$ cat src/rtl/psum_drain_if.sv
// Bundle of all non-clock signals of the psum drain unit.
//   ctrl side : drain_en, psum_len, done_psum -> unit; wr_psum_in, co_psum <- unit
//   spad side : psum_ren, psum_raddr <- unit; psum_rdata -> unit (1-cycle read latency)
//   stream    : out_valid, out_data, out_last <- unit; out_ready -> unit
//   status    : busy <- unit
// master = the drain unit, slave = its environment.
interface psum_drain_if #(
  parameter int unsigned DATA_W = 16,
  parameter int unsigned ADDR_W = 4
) ();
  logic              drain_en;
  logic [ADDR_W:0]   psum_len;
  logic              done_psum;
  logic              wr_psum_in;
  logic              co_psum;
  logic              psum_ren;
  logic [ADDR_W-1:0] psum_raddr;
  logic [DATA_W-1:0] psum_rdata;
  logic              out_valid;
  logic [DATA_W-1:0] out_data;
  logic              out_last;
  logic              out_ready;
  logic              busy;

  modport master (
    input  drain_en, psum_len, done_psum, psum_rdata, out_ready,
    output wr_psum_in, co_psum, psum_ren, psum_raddr, out_valid, out_data, out_last, busy
  );

  modport slave (
    output drain_en, psum_len, done_psum, psum_rdata, out_ready,
    input  wr_psum_in, co_psum, psum_ren, psum_raddr, out_valid, out_data, out_last, busy
  );
endinterface

$ cat src/rtl/psum_drain_unit.sv
// Drains a batch of partial sums from the psum scratchpad to a valid/ready stream.
// Requests the controller's write phase (wr_psum_in), issues one scratchpad read per
// done_psum strobe while credit allows, flags the final read with co_psum, and buffers
// returned words in a 2-entry FIFO with a bypass path so an empty FIFO adds no latency.
// Ports: clk, rst (synchronous, active high), bus (psum_drain_if.master).
module psum_drain_unit #(
  parameter int unsigned DATA_W = 16,
  parameter int unsigned ADDR_W = 4,
  parameter int unsigned DEPTH  = 16
) (
  input logic          clk,
  input logic          rst,
  psum_drain_if.master bus
);
  localparam logic [ADDR_W:0] DepthLen = (ADDR_W + 1)'(DEPTH);
  localparam logic [ADDR_W:0] OneLen   = (ADDR_W + 1)'(1);

  typedef enum logic [1:0] {StIdle, StReq, StStream, StFlush} state_e;

  state_e            state_q, state_d;
  logic [ADDR_W:0]   rd_cnt_q, rd_cnt_d;
  logic [ADDR_W:0]   len_q, len_d;
  logic              inflight_q;
  logic              last_tag_q;
  logic [DATA_W-1:0] fifo_data_q [2];
  logic              fifo_last_q [2];
  logic              wr_ptr_q, rd_ptr_q;
  logic [1:0]        fifo_cnt_q, fifo_cnt_d;

  logic              in_rd, issue, co;
  logic              fifo_empty, pop, fifo_pop, push;
  logic [DATA_W-1:0] head_data;
  logic              head_last;

  // State register
  always_ff @(posedge clk) begin
    if (rst) state_q <= StIdle;
    else     state_q <= state_d;
  end

  // Stream side: the word returning this cycle is shown directly when the FIFO is empty.
  always_comb begin
    fifo_empty    = (fifo_cnt_q == 2'd0);
    bus.out_valid = !fifo_empty || inflight_q;
    head_data     = fifo_empty ? bus.psum_rdata : fifo_data_q[rd_ptr_q];
    head_last     = fifo_empty ? last_tag_q : fifo_last_q[rd_ptr_q];
    bus.out_data  = bus.out_valid ? head_data : '0;
    bus.out_last  = bus.out_valid && head_last;
    pop           = bus.out_valid && bus.out_ready;
    fifo_pop      = pop && !fifo_empty;
    // A returning word consumed through the bypass is never stored.
    push          = inflight_q && !(fifo_empty && pop);
    fifo_cnt_d    = fifo_cnt_q + {1'b0, push} - {1'b0, fifo_pop};
  end

  // FSM outputs
  always_comb begin
    in_rd          = (state_q == StReq) || (state_q == StStream);
    // Stored words plus the one in flight may not exceed the two FIFO slots.
    issue          = in_rd && bus.done_psum &&
                     (({1'b0, fifo_cnt_q} + {2'b0, inflight_q}) < 3'd2);
    co             = issue && (rd_cnt_q == len_q - OneLen);
    bus.wr_psum_in = in_rd;
    bus.busy       = (state_q != StIdle);
    bus.psum_ren   = issue;
    bus.co_psum    = co;
    bus.psum_raddr = rd_cnt_q[ADDR_W-1:0];
  end

  // Next state
  always_comb begin
    state_d  = state_q;
    len_d    = len_q;
    rd_cnt_d = issue ? rd_cnt_q + OneLen : rd_cnt_q;
    case (state_q)
      StIdle: begin
        if (bus.drain_en && (bus.psum_len != '0)) begin
          state_d  = StReq;
          len_d    = (bus.psum_len > DepthLen) ? DepthLen : bus.psum_len;
          rd_cnt_d = '0;
        end
      end
      StReq:    if (issue) state_d = co ? StFlush : StStream;
      StStream: if (co) state_d = StFlush;
      // No reads issue here, so an empty FIFO next cycle means nothing is left.
      StFlush:  if (fifo_cnt_d == 2'd0) state_d = StIdle;
      default:  state_d = StIdle;
    endcase
  end

  // Datapath registers
  always_ff @(posedge clk) begin
    if (rst) begin
      rd_cnt_q   <= '0;
      len_q      <= '0;
      inflight_q <= 1'b0;
      last_tag_q <= 1'b0;
      wr_ptr_q   <= 1'b0;
      rd_ptr_q   <= 1'b0;
      fifo_cnt_q <= 2'd0;
    end else begin
      rd_cnt_q   <= rd_cnt_d;
      len_q      <= len_d;
      inflight_q <= issue;
      last_tag_q <= co;
      fifo_cnt_q <= fifo_cnt_d;
      if (push)     wr_ptr_q <= ~wr_ptr_q;
      if (fifo_pop) rd_ptr_q <= ~rd_ptr_q;
    end
  end

  // FIFO storage; contents are don't-care while the count is zero.
  always_ff @(posedge clk) begin
    if (push) begin
      fifo_data_q[wr_ptr_q] <= bus.psum_rdata;
      fifo_last_q[wr_ptr_q] <= last_tag_q;
    end
  end
endmodule

$ cat src/flat_wrapper.sv
// flat-port wrapper written by rule: the top's interface ports become plain ports
module psum_drain_unit_flat 
#(
  parameter int unsigned DATA_W = 16,
  parameter int unsigned ADDR_W = 4,
  parameter int unsigned DEPTH  = 16
)
  (clk, rst, bus_drain_en, bus_psum_len, bus_done_psum, bus_psum_rdata, bus_out_ready, bus_wr_psum_in, bus_co_psum, bus_psum_ren, bus_psum_raddr, bus_out_valid, bus_out_data, bus_out_last, bus_busy);
  psum_drain_if #(.DATA_W(DATA_W), .ADDR_W(ADDR_W)) bus_i ();
  input logic clk;
  input logic rst;
  input wire logic [$bits(bus_i.drain_en)-1:0] bus_drain_en;
  input wire logic [$bits(bus_i.psum_len)-1:0] bus_psum_len;
  input wire logic [$bits(bus_i.done_psum)-1:0] bus_done_psum;
  input wire logic [$bits(bus_i.psum_rdata)-1:0] bus_psum_rdata;
  input wire logic [$bits(bus_i.out_ready)-1:0] bus_out_ready;
  output wire logic [$bits(bus_i.wr_psum_in)-1:0] bus_wr_psum_in;
  output wire logic [$bits(bus_i.co_psum)-1:0] bus_co_psum;
  output wire logic [$bits(bus_i.psum_ren)-1:0] bus_psum_ren;
  output wire logic [$bits(bus_i.psum_raddr)-1:0] bus_psum_raddr;
  output wire logic [$bits(bus_i.out_valid)-1:0] bus_out_valid;
  output wire logic [$bits(bus_i.out_data)-1:0] bus_out_data;
  output wire logic [$bits(bus_i.out_last)-1:0] bus_out_last;
  output wire logic [$bits(bus_i.busy)-1:0] bus_busy;
  assign bus_i.drain_en = bus_drain_en;
  assign bus_i.psum_len = bus_psum_len;
  assign bus_i.done_psum = bus_done_psum;
  assign bus_i.psum_rdata = bus_psum_rdata;
  assign bus_i.out_ready = bus_out_ready;
  assign bus_wr_psum_in = bus_i.wr_psum_in;
  assign bus_co_psum = bus_i.co_psum;
  assign bus_psum_ren = bus_i.psum_ren;
  assign bus_psum_raddr = bus_i.psum_raddr;
  assign bus_out_valid = bus_i.out_valid;
  assign bus_out_data = bus_i.out_data;
  assign bus_out_last = bus_i.out_last;
  assign bus_busy = bus_i.busy;
  psum_drain_unit #(.DATA_W(DATA_W), .ADDR_W(ADDR_W), .DEPTH(DEPTH)) u_core (.clk(clk), .rst(rst), .bus(bus_i));
endmodule
$ cat config.mk
export PLATFORM = sky130hd
export DESIGN_NAME = psum_drain_unit_flat
export DESIGN_NICKNAME = d
export VERILOG_FILES = /design/src/rtl/psum_drain_if.sv /design/src/rtl/psum_drain_unit.sv /design/src/flat_wrapper.sv
export SDC_FILE = /design/constraint.sdc
export NUM_CORES = 1
export LEC_CHECK = 0
export CELL_PAD_IN_SITES_DETAIL_PLACEMENT = 0
export CELL_PAD_IN_SITES_GLOBAL_PLACEMENT = 1
export CORE_MARGIN = 2
export CORE_UTILIZATION = 43
export CTS_CLUSTER_DIAMETER = 150
export DETAILED_ROUTE_END_ITERATION = 16
export GPL_TIMING_DRIVEN = 0
export PLACE_DENSITY = 0.83
export RECOVER_POWER = 100
export SYNTH_ARGS = -nofsm -noshare
export SYNTH_HDL_FRONTEND = slang
export SYNTH_SLANG_ARGS = --single-unit
$ cat constraint.sdc
create_clock -name clk -period 5.03 [get_ports clk]
set_input_delay 1.006 -clock clk [delete_from_list [all_inputs] [get_ports clk]]
set_output_delay 1.006 -clock clk [all_outputs]
set_load 0.05 [all_outputs]
==> flow_summary.toml, run 1 <==
[status]
outcome = "finished, violations left"
violations = "capacitance limit"

[setup_path]
crit_type = "in2out"
required_ps = 4020
crit_fanout = 7
critPathArrivalTime_ps = 3150
endpoint_kind = "output pin"
crit_path_start_kind = "primary input"
worstRegToRegCells = 10

[synthesis]
synth.area.mux_share_pct = 6.783
synth_top_cell_by_area = "edfxtp_1"
syn_area_um2 = 2509
synth_top_cell_area_share_pct = 40.70
yosysSeqAreaShare_pct = 55.86
ys_warn_count = 0
ys_types = 41
ys_ff_latch = 53
synth_top_family_by_area = "simple AND/OR/NAND/NOR gates"
syn-num-nets = 253
synth_area_leaders = "edfxtp_1 (41%), dfxtp_1 (15%), mux2i_1 (6.8%)"
yosys.area_share.simple_pct = 14.21
synth-compound-area-share_pct = 9.127
synth-adder-area-share_pct = 4.489
synth_area_per_cell_um2 = 11.51
synthCells = 218
synth_xor_area_share_pct = 5.137

[drt]
ant_nets = 0
post_drt_wl_per_cell_um = 13.90
drt-initial-drc-count = 72
firstDrtPassIters = 5
avgViaCountPerCell = 5.115
vias = 1785
wl_mm = 4.850
drc = 0

[cts]
cts_resized = 0
clk_pin_slew_ps = 90
cts_root_buf = "clkbuf_8"
cts_sinks = 53
cts_buffers = 5
hold_buffers = 0
clockBufferDepth = 2
cts_tree = "done"
htreeDepth = 2
cts_setup_buffers = 0
clkLatencyLatePin_ps = 300

[power_and_ir_drop]
ir_worst_vdd_v = 0.0003902
powerDensity_nw_per_um2 = 512.4
p_leak_nw = 1.158

[global_routing]
track_usage_pct = 15.48
antenna_found_initial = 0
grt_pass1_vias = 1660
grt_pass1_wl_mm = 7.693
grt_overflow_total = 0
grt_max_degree = 18

[cells_and_area]
instances_no_fill = 349
multi_input_area_um2 = 989.7
layout_commonest_cell = "dlygate4sd3_1"
drive_gt1_share_pct = 5.054
final_nets = 311
seq_area_um2 = 1401
antenna_cells = 0
fin_area_um2 = 3189
mostFrequentLayoutCells = "dlygate4sd3_1 (45), edfxtp_1 (34), nand3_1 (20)"
nFillCells = 504
synthToLayoutAreaGrowth_pct = 27.13

[floorplanning]
core_um2 = 5574
io_pins = 52
dieArea_um2 = 6461
die_x_um = 80.38
start_util_pct = 45.01
die_h_um = 80.38
rows = 27

[placement]
place.gp.congestion = 0.7616
io_buffers = 51
dp_hpwl_mm = 3.484
placed_cell_area_um2 = 3112
dp.cells = 341

[timing]
grt_setup_unrepaired = "false"
relSlewSlack_pct = 0.1970
fin_crit_ps = 4152
hold_viol = 0
max_freq_mhz = 240.9
setup_viol = 0
setup_tns_ps = 0
fin_skew_ps = 6.800
finalCritPeriodShare_pct = 82.54
tightest_slew_ps = 1494
slew_viol_final = 0

[flow_run]
maxCapViolCount = 1

[min_path]
worst_hold_path.num_cells = 2
min_path_type = "reg2reg"
cell families after synthesis:
group | count (synthesis)
and+or+nand+nor | 66
DFF | 53
AOI/OAI and AO/OA | 37
buffers and inverters | 23
muxes | 17
xor gates and xnor gates | 13
adders and majority gates | 9
area by class of cell:
cell class	instances	share of cell area [%]
plain buffers	14	2.393
clock buffers	6	2.275
clock inverters	2	0.4708
inverters	9	1.059
multi-input cells	142	31.03
flip-flops and latches	53	43.94
well taps	72	2.825
repair buffers	51	16.01
routing by layer:
metal  GRT usage, %  vias up  routed length, um  part of all wire (%)
met2          27.25       49               2343                    48
met5              0        -                  0                     0
met1          19.08      828               2211                    46
met4          4.237        0                 48                  0.99
li1               -      903                  -                     -
met3          3.371        5                247                   5.1
path summary, 6_finish.rpt:
path,startpoint,to,slack [ps]
max,bus_done_psum,bus_co_psum,880
min,u_core.len_q[1],u_core.len_q[1],470
max reg2reg,u_core.fifo_cnt_q[0],u_core.state_q[0],2240
min reg2reg,u_core.len_q[1],u_core.len_q[1],470
registers in the layout, summed over array words and instances (netlist names), named ones only:
| name | cells |
|---|---|
| u_core.fifo_cnt_q | 2 |
| u_core.rd_ptr_q | 1 |
| u_core.last_tag_q | 1 |
| u_core.len_q | 5 |
| u_core.rd_cnt_q | 5 |
| u_core.fifo_last_q | 2 |
| u_core.state_q | 2 |
| u_core.fifo_data_q | 32 |
| u_core.wr_ptr_q | 1 |
| u_core.inflight_q | 1 |
cells in the mapped netlist:
cell type	instances
nand4_1	3
dfxtp_1	19
ha_1	9
o2111ai_1	1
clkbuf_1	7
clkinv_1	1
a2111oi_0	1
nand2b_1	2
or4b_1	2
o311ai_2	1
and2_1	1
or3_1	2
nor2b_1	5
nor2_1	13
o21ba_1	1
a21boi_0	1
inv_1	8
buf_2	1
nor3b_1	2
a21oi_1	8
o21bai_1	1
xor3_1	1
buf_1	1
xnor2_1	7
o21a_1	1
mux2i_1	17
buf_6	1
buf_4	4
a211o_1	1
o311ai_0	1
a221oi_1	1
nand4b_1	4
nand2_1	9
o21ai_0	18
nor4b_1	1
or3b_2	1
edfxtp_1	34
xor2_1	5
nor3_1	1
nand3_1	20
o22ai_1	1
worst max-delay path, cell delays in order:
cell and delay [ps]:
clkdlybuf4s50_1 450, nand3_1 180, clkinv_1 210, o2111ai_1 260
inv_1 150, dlygate4sd3_1 880
per-stage QoR:
step	hold WS (ps)	utilization, %	power [mW]	worst slack (ps)
global placement	445.9	55.78	1.452	891.0
CTS	473.2	57.40	1.693	931.0
finish	474.6	57.22	1.634	878.4
global route	504.1	57.22	1.731	737.6
floorplan	426.4	-	1.179	1714
detailed placement	461.8	55.82	1.461	944.7
power breakdown:
| group | total (mW) | internal [mW] | switching [mW] |
|---|---|---|---|
| logic | 0.865 | 0.278 | 0.587 |
| registers | 0.538 | 0.509 | 0.0298 |
| clock network | 0.231 | 0.0982 | 0.133 |
Note: power is estimated with default switching activity, not from simulation.
==> run 2: changes to the inputs <==
CORE_UTILIZATION = 36   (was 43)
PLACE_DENSITY = 0.74   (was 0.83)
clock period = 3.7 ns   (was 5.03 ns; I/O delays follow)
==> flow_summary.toml, run 2 (same netlist as run 1, synthesis figures left out) <==
[status]
outcome = "finished, violations left"
violations = "capacitance limit, slew limit"

[timing]
slew_viol_final = 18
fin_crit_ps = 3425
fin_skew_ps = 5.460
finalCritPeriodShare_pct = 92.58
grt_setup_unrepaired = "false"
whs_ps = 476.5
setup_ws_ps = 274.7
relSlewSlack_pct = -0.3376
tightest_slew_ps = 1502
hold_viol = 0
setup_viol = 0
max_freq_mhz = 291.9
setup_tns_ps = 0

[global_routing]
grt_overflow_total = 0
grt_pass1_wl_mm = 7.748
grt_max_degree = 18
antenna_found_initial = 0
grt_pass1_vias = 1694
track_usage_pct = 13.10

[drt]
post_drt_wl_per_cell_um = 13.56
ant_nets = 0
firstDrtPassIters = 4
drt-initial-drc-count = 77
drc = 0
wl_mm = 4.841
vias = 1773
avgViaCountPerCell = 4.966

[floorplanning]
die_h_um = 87.48
rows = 30
core_um2 = 6756
start_util_pct = 37.13
die_x_um = 87.48
dieArea_um2 = 7652
io_pins = 52

[cts]
cts_setup_buffers = 0
cts_root_buf = "clkbuf_8"
cts_tree = "done"
cts_resized = 0
clockBufferDepth = 2
cts_buffers = 5
clk_pin_slew_ps = 90
hold_buffers = 0
htreeDepth = 2
clkLatencyLatePin_ps = 300
cts_sinks = 53

[power_and_ir_drop]
p_leak_nw = 1.148
ir_worst_vdd_v = 0.0003004
powerDensity_nw_per_um2 = 696.9
total_power_mw = 2.224

[placement]
dp.cells = 349
place.gp.congestion = 0.7822
preCtsSetupSlack_ps = 123.2
dp_hpwl_mm = 3.416
io_buffers = 51

[cells_and_area]
reg_top3 = "u_core.fifo_data_q (32), u_core.len_q (5), u_core.rd_cnt_q (5)"
largest_reg_flops = 32
top_register = "u_core.fifo_data_q"
antenna_cells = 0
nFillCells = 651
layout_commonest_cell = "dlygate4sd3_1"
final_nets = 311
seq_area_um2 = 1401
instances_no_fill = 357
synthToLayoutAreaGrowth_pct = 27.23
multi_input_area_um2 = 989.7
drive_gt1_share_pct = 5.054
mostFrequentLayoutCells = "dlygate4sd3_1 (41), edfxtp_1 (34), nand3_1 (20)"

[setup_path]
crit_fanout = 10
crit_family = "buffers and inverters"
slowest_delay_ps = 900
r2r_slack_ps = 880
critPathArrivalTime_ps = 2690
crit_buf_inv = 2
crit_type = "reg2out"
slowest_stage = "dlygate4sd3_1"
required_ps = 2960
crit_path_start_kind = "flop"
endpoint_kind = "output pin"
crit_chain = "nor2_1, clkbuf_1, nand3_1, o21ai_0, dlygate4sd3_1"

[min_path]
min_path_type = "reg2reg"

[flow_run]
maxCapViolCount = 1
==> run 2: path summary, 6_finish.rpt <==
path	from	end	cells past startpoint
worst min register to register	u_core.len_q[1]	u_core.len_q[1]	2
worst min-delay path	u_core.len_q[1]	u_core.len_q[1]	2
worst max register to register	u_core.inflight_q	u_core.fifo_data_q[0][2]	3
worst max-delay path	u_core.fifo_cnt_q[0]	bus_out_data[2]	5
==> run 2: area by class of cell <==
type / instances / area share, %
flip-flops and latches: 53 / 43.90
multi-input cells: 142 / 31.01
repair buffers: 51 / 15.80
well taps: 80 / 3.136
plain buffers: 14 / 2.391
clock buffers: 6 / 2.274
inverters: 9 / 1.058
clock inverters: 2 / 0.4312
==> run 2: report_power, final <==
group,switching (mW),internal [mW],total [mW]
clock network,0.182,0.135,0.316
logic,0.794,0.383,1.18
registers,0.0398,0.691,0.731
total,1.02,1.21,2.22
==> run 2: metrics by stage <==
| step | instance area, um2 | util [%] |
|---|---|---|
| final | 3192 | 47.24 |
| after global routing | 3192 | 47.24 |
| after CTS | 3208 | 47.48 |
| after detailed placement | 3122 | 46.20 |
| after global placement | 3119 | 46.17 |
| after floorplan | 2509 | - |
==> run 2: worst register-to-register path: stages, from the launching register on <==
cell	delay (ps)
dfxtp_1	340
clkbuf_1	420
a21boi_0	470
nor2b_1	1210
==> run 2: metal layers <==
metal | wire length [um] | global-route usage (%) | vias up
met2 | 2377 | 21.69 | 40
met3 | 186 | 3.602 | 2
li1 | - | - | 906
met4 | 24 | 2.937 | 0
met5 | 0 | 0 | -
met1 | 2252 | 17.11 | 825
